--- config.mk ---
export PLATFORM = sky130hd
export DESIGN_NAME = spi_slave_rx
export DESIGN_NICKNAME = d
export VERILOG_FILES = /design/src/rtl/spi_pkg.sv /design/src/rtl/spi_sync.sv /design/src/rtl/spi_slave_rx.sv
export SDC_FILE = /design/constraint.sdc
export NUM_CORES = 1
export LEC_CHECK = 0
export BUFFER_PORTS_ARGS = -buffer_cell sky130_fd_sc_hd__buf_2
export CORE_MARGIN = 1.5
export CORE_UTILIZATION = 56
export CTS_CLUSTER_DIAMETER = 80
export DETAILED_ROUTE_END_ITERATION = 8
export GPL_ROUTABILITY_DRIVEN = 0
export PLACE_DENSITY = 0.79
export SETUP_SLACK_MARGIN = 0.3
export SYNTH_ARGS = -nofsm -noshare
export SYNTH_HDL_FRONTEND = slang
export SYNTH_SLANG_ARGS = --single-unit
--- constraint.sdc ---
create_clock -name clk -period 3.3 [get_ports clk]
set_input_delay 0.33 -clock clk [delete_from_list [all_inputs] [get_ports clk]]
set_output_delay 0.33 -clock clk [all_outputs]
set_load 0.02 [all_outputs]
--- src/rtl/spi_pkg.sv ---
// Shared SPI definitions for the responder and master ends of the 16-bit link.
// Latency: n/a (types and constants only).
// Backpressure: n/a.
package spi_pkg;

   localparam int SPI_WORD_W = 16;

   // Mode 0: clock idles low, data sampled on the rising edge, MSB first.
   localparam bit SPI_CPOL      = 1'b0;
   localparam bit SPI_CPHA      = 1'b0;
   localparam bit SPI_MSB_FIRST = 1'b1;

   typedef enum logic {
      IDLE  = 1'b0,
      SHIFT = 1'b1
   } spi_state_t;

endpackage

--- src/rtl/spi_sync.sv ---
// Synchronizes one asynchronous pin into clk and reports registered rise/fall edges.
// Latency: pin edge to rise/fall output is STAGES+1 clk cycles.
// Backpressure: none; every edge of a pin slower than clk/4 is reported once.
module spi_sync #(
   parameter int   STAGES  = 2,
   parameter logic RST_VAL = 1'b0
) (
   input  logic clk,
   input  logic reset,
   input  logic din,
   output logic rise,
   output logic fall
);

   logic [STAGES-1:0] chain_q;
   logic              dly_q;
   logic              rise_q;
   logic              fall_q;

   // Synchronizer chain, one-cycle-delayed copy and registered edge flags.
   always_ff @(posedge clk or posedge reset) begin
      if (reset) begin
         chain_q <= {STAGES{RST_VAL}};
         dly_q   <= RST_VAL;
         rise_q  <= 1'b0;
         fall_q  <= 1'b0;
      end else begin
         chain_q <= {chain_q[STAGES-2:0], din};
         dly_q   <= chain_q[STAGES-1];
         rise_q  <= chain_q[STAGES-1] & ~dly_q;
         fall_q  <= ~chain_q[STAGES-1] & dly_q;
      end
   end

   assign rise = rise_q;
   assign fall = fall_q;

endmodule

--- src/rtl/spi_slave_rx.sv ---
// SPI mode-0 responder: oversamples the pins, assembles WIDTH-bit words, returns a preloaded word on spi_miso.
// Latency: final spi_clk rise to rx_valid, and spi_clk fall to spi_miso update, are SYNC_STAGES+2 clk cycles.
// Backpressure: none on rx (rx_valid is a strobe); tx_load is ignored while tx_ready=0. Option macro: SPI_SLAVE_FRAME_ERR_EN.
module spi_slave_rx
   import spi_pkg::*;
#(
   parameter int WIDTH       = SPI_WORD_W,  // must be at least 3
   parameter int SYNC_STAGES = 2            // 2 or 3
) (
   input  logic             clk,
   input  logic             reset,
   input  logic             spi_clk,
   input  logic             spi_cs,
   input  logic             spi_mosi,
   output logic             spi_miso,
   input  logic [WIDTH-1:0] tx_data,
   input  logic             tx_load,
   output logic             tx_ready,
   output logic [WIDTH-1:0] rx_data,
   output logic             rx_valid,
   output logic             busy
`ifdef SPI_SLAVE_FRAME_ERR_EN
   ,
   output logic             frame_err
`endif
);

   localparam int CNT_W = $clog2(WIDTH);
   localparam logic [CNT_W-1:0] LAST_BIT = CNT_W'(WIDTH - 1);

   // Edge detectors; chip select idles high so its chain resets high to avoid a false fall.
   logic clk_rise, clk_fall, cs_rise, cs_fall;

   spi_sync #(.STAGES(SYNC_STAGES), .RST_VAL(1'b0)) u_clk_sync (
      .clk   (clk),
      .reset (reset),
      .din   (spi_clk),
      .rise  (clk_rise),
      .fall  (clk_fall)
   );

   spi_sync #(.STAGES(SYNC_STAGES), .RST_VAL(1'b1)) u_cs_sync (
      .clk   (clk),
      .reset (reset),
      .din   (spi_cs),
      .rise  (cs_rise),
      .fall  (cs_fall)
   );

   // Data pin needs only the chain: the master holds mosi for half an spi_clk period around the rise.
   logic [SYNC_STAGES-1:0] mosi_q;
   logic                   mosi_sync;

   // Data pin synchronizer.
   always_ff @(posedge clk or posedge reset) begin
      if (reset) mosi_q <= '0;
      else       mosi_q <= {mosi_q[SYNC_STAGES-2:0], spi_mosi};
   end

   assign mosi_sync = mosi_q[SYNC_STAGES-1];

   spi_state_t       state_q,    state_d;
   logic [CNT_W-1:0] bit_cnt_q,  bit_cnt_d;
   // The first WIDTH-1 bits; the last bit comes straight from mosi_sync into rx_data.
   logic [WIDTH-2:0] rx_shift_q, rx_shift_d;
   logic [WIDTH-1:0] rx_data_q,  rx_data_d;
   logic             rx_valid_q, rx_valid_d;
   logic [WIDTH-1:0] tx_shift_q, tx_shift_d;
   logic [WIDTH-1:0] hold_q,     hold_d;
   logic             hold_full_q, hold_full_d;
   // Set by a completed word so the next spi_clk fall reloads tx_shift instead of shifting.
   logic             word_done_q, word_done_d;
   logic             reload;
`ifdef SPI_SLAVE_FRAME_ERR_EN
   logic             frame_err_q, frame_err_d;
`endif

   // State and datapath registers.
   always_ff @(posedge clk or posedge reset) begin
      if (reset) begin
         state_q     <= IDLE;
         bit_cnt_q   <= '0;
         rx_shift_q  <= '0;
         rx_data_q   <= '0;
         rx_valid_q  <= 1'b0;
         tx_shift_q  <= '0;
         hold_q      <= '0;
         hold_full_q <= 1'b0;
         word_done_q <= 1'b0;
`ifdef SPI_SLAVE_FRAME_ERR_EN
         frame_err_q <= 1'b0;
`endif
      end else begin
         state_q     <= state_d;
         bit_cnt_q   <= bit_cnt_d;
         rx_shift_q  <= rx_shift_d;
         rx_data_q   <= rx_data_d;
         rx_valid_q  <= rx_valid_d;
         tx_shift_q  <= tx_shift_d;
         hold_q      <= hold_d;
         hold_full_q <= hold_full_d;
         word_done_q <= word_done_d;
`ifdef SPI_SLAVE_FRAME_ERR_EN
         frame_err_q <= frame_err_d;
`endif
      end
   end

   // Frame FSM, shift registers and holding-register handshake.
   always_comb begin
      state_d     = state_q;
      bit_cnt_d   = bit_cnt_q;
      rx_shift_d  = rx_shift_q;
      rx_data_d   = rx_data_q;
      rx_valid_d  = 1'b0;
      tx_shift_d  = tx_shift_q;
      hold_d      = hold_q;
      hold_full_d = hold_full_q;
      word_done_d = word_done_q;
      reload      = 1'b0;
`ifdef SPI_SLAVE_FRAME_ERR_EN
      frame_err_d = 1'b0;
`endif

      case (state_q)
         IDLE: begin
            if (cs_fall) begin
               state_d     = SHIFT;
               bit_cnt_d   = '0;
               word_done_d = 1'b0;
               reload      = 1'b1;
            end
`ifdef SPI_SLAVE_FRAME_ERR_EN
            else if (clk_rise) begin
               frame_err_d = 1'b1;
            end
`endif
         end
         SHIFT: begin
            // A chip-select rise overrides any spi_clk edge seen in the same cycle.
            if (cs_rise) begin
               state_d     = IDLE;
               bit_cnt_d   = '0;
               word_done_d = 1'b0;
`ifdef SPI_SLAVE_FRAME_ERR_EN
               frame_err_d = (bit_cnt_q != '0);
`endif
            end else if (clk_rise) begin
               if (bit_cnt_q == LAST_BIT) begin
                  rx_data_d   = {rx_shift_q, mosi_sync};
                  rx_valid_d  = 1'b1;
                  bit_cnt_d   = '0;
                  word_done_d = 1'b1;
               end else begin
                  rx_shift_d = {rx_shift_q[WIDTH-3:0], mosi_sync};
                  bit_cnt_d  = bit_cnt_q + CNT_W'(1);
               end
            end else if (clk_fall) begin
               if (word_done_q) begin
                  reload      = 1'b1;
                  word_done_d = 1'b0;
               end else begin
                  tx_shift_d = {tx_shift_q[WIDTH-2:0], 1'b0};
               end
            end
         end
         default: state_d = IDLE;
      endcase

      // A reload consumes the old holding contents; a same-cycle load below refills it for the next word.
      if (reload) begin
         tx_shift_d  = hold_full_q ? hold_q : '0;
         hold_full_d = 1'b0;
      end
      if (tx_load && !hold_full_q) begin
         hold_d      = tx_data;
         hold_full_d = 1'b1;
      end
   end

   assign spi_miso = tx_shift_q[WIDTH-1];
   assign tx_ready = ~hold_full_q;
   assign rx_data  = rx_data_q;
   assign rx_valid = rx_valid_q;
   assign busy     = (state_q == SHIFT);
`ifdef SPI_SLAVE_FRAME_ERR_EN
   assign frame_err = frame_err_q;
`endif

endmodule

==> flow_metrics.tcl, run 1 <==
set metrics [dict create \
    status "completed" \
    cts_buffers 9 \
    startpoint "busy$_DFF_PP0_" \
    worstSetupStartpointType "register" \
    cp_slowest_cell "a31oi_2" \
    cts_root_buf "clkbuf_8" \
    setup_violations 0 \
    die-area_mm2 0.00626 \
    synthDistinctLibCells 35 \
    clk_pin_slew_ns 0.08 \
    yosysSeqAreaShare_pct 64.1 \
    cp.required_ns 3.53 \
    worst_slew_pin_slew_ns 0.989 \
    synth-seq-cells 83 \
    cts_tree "done" \
    syn_inst 225 \
    dp_hpwl_um 3170 \
    grt_pass1_wl_um 8580 \
    grt_start_max_net_pins 63 \
    rsz0062_at_grt "no" \
    fin_skew_ns 0.00793 \
    report.final.slew_viol_count 0 \
    top_usage_layer "met2" \
    max-vdd-ir-drop_v 0.000442 \
    clock_latency_ns 0.34 \
    gr-total-overflow 0 \
    crit_arrival_ns 1.99 \
    io_pins 42 \
    stdcell_count 348 \
    synth_top_flop_cell "dfrtp_1" \
    antenna_cells 0 \
    numClockSinks 83 \
    crit_chain "nor3b_4, a31oi_2, nor2_1, a22o_1" \
    dpl.cell_count 332 \
    drc 0 \
    num_rows 27 \
    grtUsageMet3_pct 6.21 \
    max_stage_delay_ns 0.63 \
    vias 1827 \
    die_h_um 79.1 \
    clock_path_buffers 2 \
    rr_startpoint "busy$_DFF_PP0_" \
    multiInputGateArea_mm2 0.00109 \
    grt_util_met2_pct 28.9 \
    tns_ns 0 \
    die_w_um 79.1 \
    p_per_area_mw_per_mm2 741 \
    avgSynthCellArea_um2 14.4 \
    period_share_pct 53.3 \
    path_max_fanout 16 \
    yosysWarnings 0 \
    drt_iter0_drc 121 \
    synth_area_mm2 0.00325 \
    post_cts_resized 0 \
    synth.net_count 248 \
    htreeDepth 3 \
    p_leak_nw 1.87 \
    antenna_found_initial 0 \
    drv_cap 0 \
    viasPerCell 5.25 \
    yosys.area.top_type "dfrtp_1" \
    grt.total_usage_pct 18.3 \
    power.total_mw 2.77 \
    fillers 425 \
    firstDrtPassIters 4 \
    slew_headroom_pct 34.1 \
    avgRoutedWirePerCell_um 13.6 \
    path_class "reg2reg" \
    max_freq_ghz 0.568 \
    hp-start "spi_cs" \
    cts_hold_buffers 0 \
    synthTopCellsByArea "dfrtp_1, mux2_2, mux2_1" \
    register_area_mm2 0.00208 \
    io_buffers 41 \
    timing_hold_violations_final 0 \
    synth_edf_count 0 \
    fin_hold_ws_ns 0.0885 \
    drive_above_1_share_pct 37.7 \
    core_area_mm2 0.00554 \
    syn2layout_area_growth_pct 15.1 \
    fin_nets 294 \
    ant_nets 0 \
    holdCritPathClass "in2reg" \
    initial_core_util_pct 58.6 \
    met1_usage_pct 23.2 \
    fin_crit_ns 1.76 \
    postCtsSetupBuffers 0 \
    final_core_util_pct 67.5 \
    end_kind "register" \
    wl_um 4730 \
    async_flop_share_pct 100 \
    synth_top_area_share_pct 61.7 \
    first_global_vias 1936 \
]
==> synthesized netlist by cell type, types with 2 or more instances <==
cell type	number
mux2_4	8
nor2b_1	6
a21oi_1	5
nand3_1	3
nand2_1	16
buf_2	6
dfstp_2	3
mux2_1	14
a22oi_1	14
buf_6	2
inv_1	5
o21ai_1	16
mux2_2	25
dfrtp_1	80
nor2_1	2
==> where the power goes <==
part           internal [mW]  switching (mW)
Clock                  0.467           0.335
Sequential              1.28           0.180
Combinational          0.291           0.219
==> cell families (layout without fill, tap and decap cells) <==
logic type | count (synthesis) | in the layout | synth area share (%)
DFF | 83 | 83 | 64.1
and+or+nand+nor | 36 | 36 | 7.05
adders and majority gates | 1 | 1 | 0.385
muxes | 47 | 47 | 17.2
buffers and inverters | 14 | 65 | 2.31
xor gates and xnor gates | 1 | 1 | 0.270
AOI/OAI and AO/OA | 43 | 43 | 8.67
==> final timing paths <==
path / end / slack [ns] / depth (start not counted)
max: tx_shift_q[0]$_DFFE_PP0P_ / 1.54 / 4
max reg2reg: tx_shift_q[0]$_DFFE_PP0P_ / 1.54 / 4
min reg2reg: mosi_q[1]$_DFF_PP0_ / 0.35 / 0
min: u_cs_sync.chain_q[0]$_DFF_PP1_ / 0.09 / 1
min in group asynchronous: rx_data[4]$_DFFE_PP0P_ / 0.17 / 2
max in group asynchronous: rx_data[14]$_DFFE_PP0P_ / 2.35 / 3
==> state kept, by name, summed over array words and instances (netlist names) <==
signal	cells
bit_cnt_q	4
u_cs_sync.chain_q	2
hold_full_q	1
u_clk_sync.rise	1
mosi_q	2
rx_valid	1
rx_shift_q	15
u_clk_sync.fall	1
u_clk_sync.dly_q	1
u_cs_sync.rise	1
u_clk_sync.chain_q	2
busy	1
hold_q	16
word_done_q	1
u_cs_sync.fall	1
tx_shift_q	16
u_cs_sync.dly_q	1
rx_data	16
==> layout by cell type (no fill, tap or decap), types with 2 or more instances in the layout <==
cell        n
nor2b_1     6
mux2_1     14
mux2_2     25
nand3_1     3
bufinv_16   2
o21ai_1    16
dfstp_2     3
clkbuf_8   11
dfrtp_1    80
nand2_1    16
clkinv_2    2
buf_2      41
nor2_1      2
mux2_4      8
inv_1       4
buf_4       3
a22oi_1    14
a21oi_1     5
==> worst max-delay path: cells and delay by family (launching register included) <==
family	cells	cell delay, ns
AO/OA/AOI/OAI	2	0.89
flip-flops	1	0.44
AND/OR/NAND/NOR	2	0.32
==> area by class of cell <==
cell class                      count  share of cell area (%)
Clock buffer                       12                    4.15
Clock inverter                      4                    1.94
Inverter                            5                   0.536
Multi-Input combinational cell    128                    29.2
Sequential cell                    83                    55.7
Tap cell                           72                    2.41
Timing Repair Buffer               44                    6.09
==> metrics by stage <==
stage / area (µm²) / setup WS (ns)
after floorplan: 3250 / 0.838
after global placement: 3510 / 1.58
after detailed placement: 3510 / 1.51
after CTS: 3740 / 1.53
after global routing: 3740 / 1.37
final: 3740 / 1.54
==> per-layer routing <==
layer | up-vias | part of all wire [%]
met5 | - | 0
met4 | 0 | 1.4
met3 | 5 | 3.0
met2 | 27 | 49
met1 | 901 | 46
li1 | 894 | -
Power figures use the tool's default switching activity.
==> run 2, diff against run 1 <==
CORE_UTILIZATION = 51   (was 56)
PLACE_DENSITY = 0.76   (was 0.79)
clock period = 1.48 ns   (was 3.3 ns; I/O delays follow)
==> run 2 against run 1 <==
Count of clock-buffer cells in the layout fell by 2. Non-clock buffer count rose by 31. Hold slack got worse by 0.062 ns. Wire length rose by 34%. Sequential share of layout area fell by 8.7 points. Design area rose by 19%. Register-to-register slack got worse by 1.5 ns. Worst setup slack got worse by 1.5 ns. Clock power rose by 90%. Via count rose by 12%. Maximum frequency rose by 19%. Total power rose by 140%.
==> flow_metrics.tcl, run 2 (synthesis results as in run 1) <==
set metrics [dict create \
    status "completed" \
    crit_chain "and2b_4, nand2_4, nor2_8, clkbuf_16, mux2_4" \
    layout_common_cells "dfrtp_1, mux2_4, buf_2" \
    clock_latency_ns 0.34 \
    drive_above_1_share_pct 58.8 \
    cp_slowest_cell "dfrtp_1" \
    max-vdd-ir-drop_v 0.00101 \
    io_pins 42 \
    drc 0 \
    antenna_cells 0 \
    cts_root_buf "clkbuf_8" \
    cts_tree "done" \
    fin_nets 325 \
    numClockSinks 83 \
    path_class "reg2reg" \
    cp.required_ns 1.71 \
    die_w_um 82.8 \
    rsz0062_at_grt "yes" \
    fin_hold_ws_ns 0.0270 \
    wl_um 6320 \
    die-area_mm2 0.00685 \
    timing_hold_violations_final 0 \
    max_stage_delay_ns 0.39 \
    firstDrtPassIters 4 \
    worst_slew_pin_slew_ns 0.420 \
    max_freq_ghz 0.677 \
    antenna_found_initial 0 \
    ant_nets 0 \
    power.total_mw 6.76 \
    htreeDepth 3 \
    fin_crit_ns 1.48 \
    avgRoutedWirePerCell_um 16.6 \
    report.final.slew_viol_count 0 \
    initial_core_util_pct 53.9 \
    p_per_area_mw_per_mm2 1520 \
    first_global_vias 2064 \
    crit_arrival_ns 1.71 \
    viasPerCell 5.38 \
    setup_violations 0 \
    end_kind "register" \
    tns_ns 0 \
    clock_path_buffers 2 \
    clk_pin_slew_ns 0.08 \
    drt_iter0_drc 80 \
    mostFrequentLayoutCell "dfrtp_1" \
    fillers 381 \
    dp_hpwl_um 3510 \
    p_leak_nw 2.15 \
    placed_area_mm2 0.00379 \
    fin_skew_ns 0.0112 \
    syn2layout_area_growth_pct 36.7 \
    io_buffers 41 \
    period_share_pct 99.8 \
    cts_buffers 9 \
    path_max_fanout 5 \
    gr-total-overflow 0 \
    final_core_util_pct 73.7 \
    slew_headroom_pct 72.0 \
    num_rows 28 \
    final_cell_area_mm2 0.00444 \
    vias 2051 \
    grt_pass1_wl_um 9580 \
    grt.total_usage_pct 19.1 \
    core_area_mm2 0.00603 \
    grt_start_max_net_pins 84 \
    drv_cap 0 \
    holdCritPathClass "in2reg" \
    die_h_um 82.8 \
    worstSetupStartpointType "register" \
]
-- run 2: cell count changes in the layout (fill, tap and decap cells not counted), moves of 4 or more --
cell	previous run	this run
mux2_4	8	47
mux2_2	25	0
mux2_1	14	0
buf_6	0	13
o21ai_1	16	3
o21ai_2	0	13
a22oi_1	14	2
a22oi_2	0	12
buf_4	3	11
buf_12	0	6
dlygate4sd3_1	0	4
-- run 2: metal layers --
metal	wire, µm	up-vias	GRT usage [%]	share of wire [%]
met3	192	10	3.50	3.0
li1	-	952	-	-
met2	3120	45	29.8	49
met1	2900	1044	25.6	46
met4	106	0	10.0	1.7
met5	0	-	0	0
-- run 2: metrics by stage --
stage | std cells | worst slack (ns)
5_1_grt | 381 | -0.0284
3_5_place_dp | 348 | -0.0575
3_3_place_gp | 348 | -0.0315
2_1_floorplan | 225 | -0.0245
6_report | 381 | 0.00319
4_1_cts | 378 | 0.0150
-- run 2: final cells by class --
| class | instances | area, µm² | share of cell area, % |
|---|---|---|---|
| clock buffer | 10 | 128 | 2.88 |
| clock inverter | 5 | 55.1 | 1.24 |
| inverter | 5 | 25.0 | 0.564 |
| multi-input combinational | 128 | 1420 | 32.0 |
| sequential | 83 | 2080 | 46.9 |
| tap | 75 | 93.8 | 2.11 |
| timing repair buffer | 75 | 634 | 14.3 |
-- run 2: power breakdown --
group | internal (mW) | switching, mW
clock network | 0.765 | 0.752
logic | 1.18 | 0.770
registers | 2.86 | 0.444
total | 4.80 | 1.97
-- run 2: worst max-delay path, delay by kind of cell, from the launching register on --
kind          cells  cell delay (ns)
mux               1             0.29
flops             1             0.39
simple gates      3             0.52
buf+inv           1             0.17
-- run 2: timing repair --
action | CTS | global route
pin swaps | 6 | 7
buffers inserted | 9 | 1
endpoints found under the setup margin | 67 | 71
gates cloned | 2 | 2
hold buffers | 4 | 0
gates resized for setup | 35 | 32
hold endpoints to repair | 83 | 0
-- run 2: final timing paths --
check | from | end | slack, ns | cells after the start
worst max register to register | u_cs_sync.rise$_DFF_PP0_ | rx_data[0]$_DFFE_PP0P_ | 0.003 | 5
worst min-delay path | tx_data[14] | hold_q[14]$_DFFE_PP0P_ | 0.03 | 2
worst min register to register | mosi_q[0]$_DFF_PP0_ | mosi_q[1]$_DFF_PP0_ | 0.35 | 0
max in group asynchronous | reset | u_cs_sync.dly_q$_DFF_PP1_ | 0.65 | 4
min in group asynchronous | reset | tx_shift_q[13]$_DFFE_PP0P_ | 0.47 | 4
worst max-delay path | u_cs_sync.rise$_DFF_PP0_ | rx_data[0]$_DFFE_PP0P_ | 0.003 | 5
==> run 3, diff against run 2 <==
CORE_UTILIZATION = 56   (was 51)
PLACE_DENSITY = 0.79   (was 0.76)
clock period = 1.45 ns   (was 1.48 ns; I/O delays follow)
==> run 3 against run 2 <==
The run now ends with negative setup slack left. Global-route usage up 7.8 points. Via count grew 11%. Count of clock-buffer cells in the layout increased by 1. Maximum frequency down 4.0%. Hold slack worse by 0.020 ns. Sequential power grew 4%. Total power grew 13%. Die area shrank 8.6%. Utilization increased by 8.8 points. Sequential share of layout area down 1.3 points.
==> flow_metrics.tcl, run 3 (synthesis results as in run 1) <==
set metrics [dict create \
    status "finished, violations left" \
    violations "negative setup slack" \
    first_global_vias 2374 \
    grt_pass1_wl_um 12300 \
    path_max_fanout 15 \
    crit_arrival_ns 1.77 \
    cts_tree "done" \
    drive_above_1_share_pct 56.6 \
    fillers 269 \
    worst_slew_pin_slew_ns 0.451 \
    end_kind "register" \
    power.total_mw 7.61 \
    drc 0 \
    fin_crit_ns 1.54 \
    layout_common_cells "dfrtp_1, mux2_4, buf_2" \
    grt.total_usage_pct 26.9 \
    register_area_mm2 0.00208 \
    clock_path_buffers 2 \
    fin_nets 334 \
    num_rows 27 \
    numClockSinks 83 \
    avgRoutedWirePerCell_um 22.2 \
    final_core_util_pct 82.5 \
    io_pins 42 \
    wl_um 8600 \
    setup_violations 33 \
    syn2layout_area_growth_pct 40.7 \
    viasPerCell 5.88 \
    report.final.slew_viol_count 0 \
    crit_chain "buf_6, nor3b_4, a21oi_2, buf_6, a22oi_1, o21ai_1" \
    max-vdd-ir-drop_v 0.00118 \
    antenna_cells 0 \
    worst_slack_ns -0.0885 \
    grt_start_max_net_pins 36 \
    max_freq_ghz 0.650 \
    fin_skew_ns 0.0143 \
    multiInputGateArea_mm2 0.00139 \
    cp_common_cell "buf_6" \
    antenna_found_initial 0 \
    drt_iter0_drc 197 \
    cts_root_buf "clkbuf_8" \
    timing_hold_violations_final 0 \
    die-area_mm2 0.00626 \
    slew_headroom_pct 69.9 \
    cts_buffers 9 \
    vias 2281 \
    ant_nets 0 \
    worstSetupStartpointType "register" \
    core_area_mm2 0.00554 \
    initial_core_util_pct 58.6 \
    holdCritPathClass "in2reg" \
    dp_hpwl_um 3910 \
    path_class "reg2reg" \
    p_leak_nw 2.23 \
    period_share_pct 106 \
    cp_slowest_cell "dfrtp_1" \
    rsz0062_at_grt "yes" \
    fin_hold_ws_ns 0.00652 \
    max_stage_delay_ns 0.39 \
    io_buffers 41 \
    clock_latency_ns 0.36 \
    die_h_um 79.1 \
    drv_cap 0 \
    mostFrequentLayoutCell "dfrtp_1" \
    die_w_um 79.1 \
    htreeDepth 3 \
    crit_buf_inv 2 \
    cp_top_family "compound AO/OA/AOI/OAI gates" \
    gr-total-overflow 0 \
    clk_pin_slew_ns 0.09 \
    firstDrtPassIters 4 \
    p_per_area_mw_per_mm2 1670 \
    cp.required_ns 1.68 \
]
run 3: cell count changes in the layout (fill, tap and decap cells not counted), sizes merged:
cell	before	now
buf	69	79
bufinv	1	3
clkinvlp	3	1
run 3: per-stage QoR:
stage / worst slack, ns / TNS [ns] / std cells / instance area [µm²]
6_report: -0.0885 / -1.20 / 388 / 4570
5_1_grt: -0.160 / -2.74 / 388 / 4570
4_1_cts: -0.0202 / -0.144 / 381 / 4420
3_5_place_dp: -0.134 / -1.83 / 346 / 3800
3_3_place_gp: -0.0897 / -1.16 / 346 / 3800
2_1_floorplan: -0.0545 / -0.767 / 225 / 3410
run 3: power breakdown:
part / leakage [nW] / switching, mW / total, mW / internal, mW
Sequential: 1.06 / 0.516 / 3.43 / 2.91
Clock: 0.123 / 0.840 / 2.03 / 1.19
Combinational: 1.04 / 0.888 / 2.15 / 1.26
run 3: layout make-up:
class	count	share of cell area, %
sequential	83	45.6
multi-input combinational	128	30.3
timing repair buffer	84	16.2
clock buffer	11	3.10
clock inverter	5	2.19
tap	72	1.97
inverter	5	0.548
run 3: timing repair:
action	4_1_cts	5_1_grt
gates cloned	2	2
pin swaps	5	6
setup buffers	13	5
endpoints found under the setup margin	67	72
endpoints found under the hold margin	19	0
hold buffers	4	0
gates resized for setup	41	15
run 3: layer usage:
metal / up-vias / routed length [µm] / global-route usage (%)
li1: 972 / - / -
met1: 1168 / 3390 / 34.2
met2: 107 / 4340 / 42.5
met3: 34 / 549 / 5.63
met4: 0 / 325 / 16.3
met5: - / 0 / 0
run 3: final timing paths:
kind / from / to / slack (ns) / depth (start not counted)
max: u_cs_sync.rise$_DFF_PP0_ / tx_shift_q[9]$_DFFE_PP0P_ / -0.09 / 6
max reg2reg: u_cs_sync.rise$_DFF_PP0_ / tx_shift_q[9]$_DFFE_PP0P_ / -0.09 / 6
max in group asynchronous: reset / u_cs_sync.chain_q[0]$_DFF_PP1_ / 0.54 / 4
min: tx_data[5] / hold_q[5]$_DFFE_PP0P_ / 0.007 / 2
min in group asynchronous: reset / rx_shift_q[14]$_DFFE_PP0P_ / 0.34 / 3
min reg2reg: u_clk_sync.chain_q[0]$_DFF_PP0_ / u_clk_sync.chain_q[1]$_DFF_PP0_ / 0.36 / 0
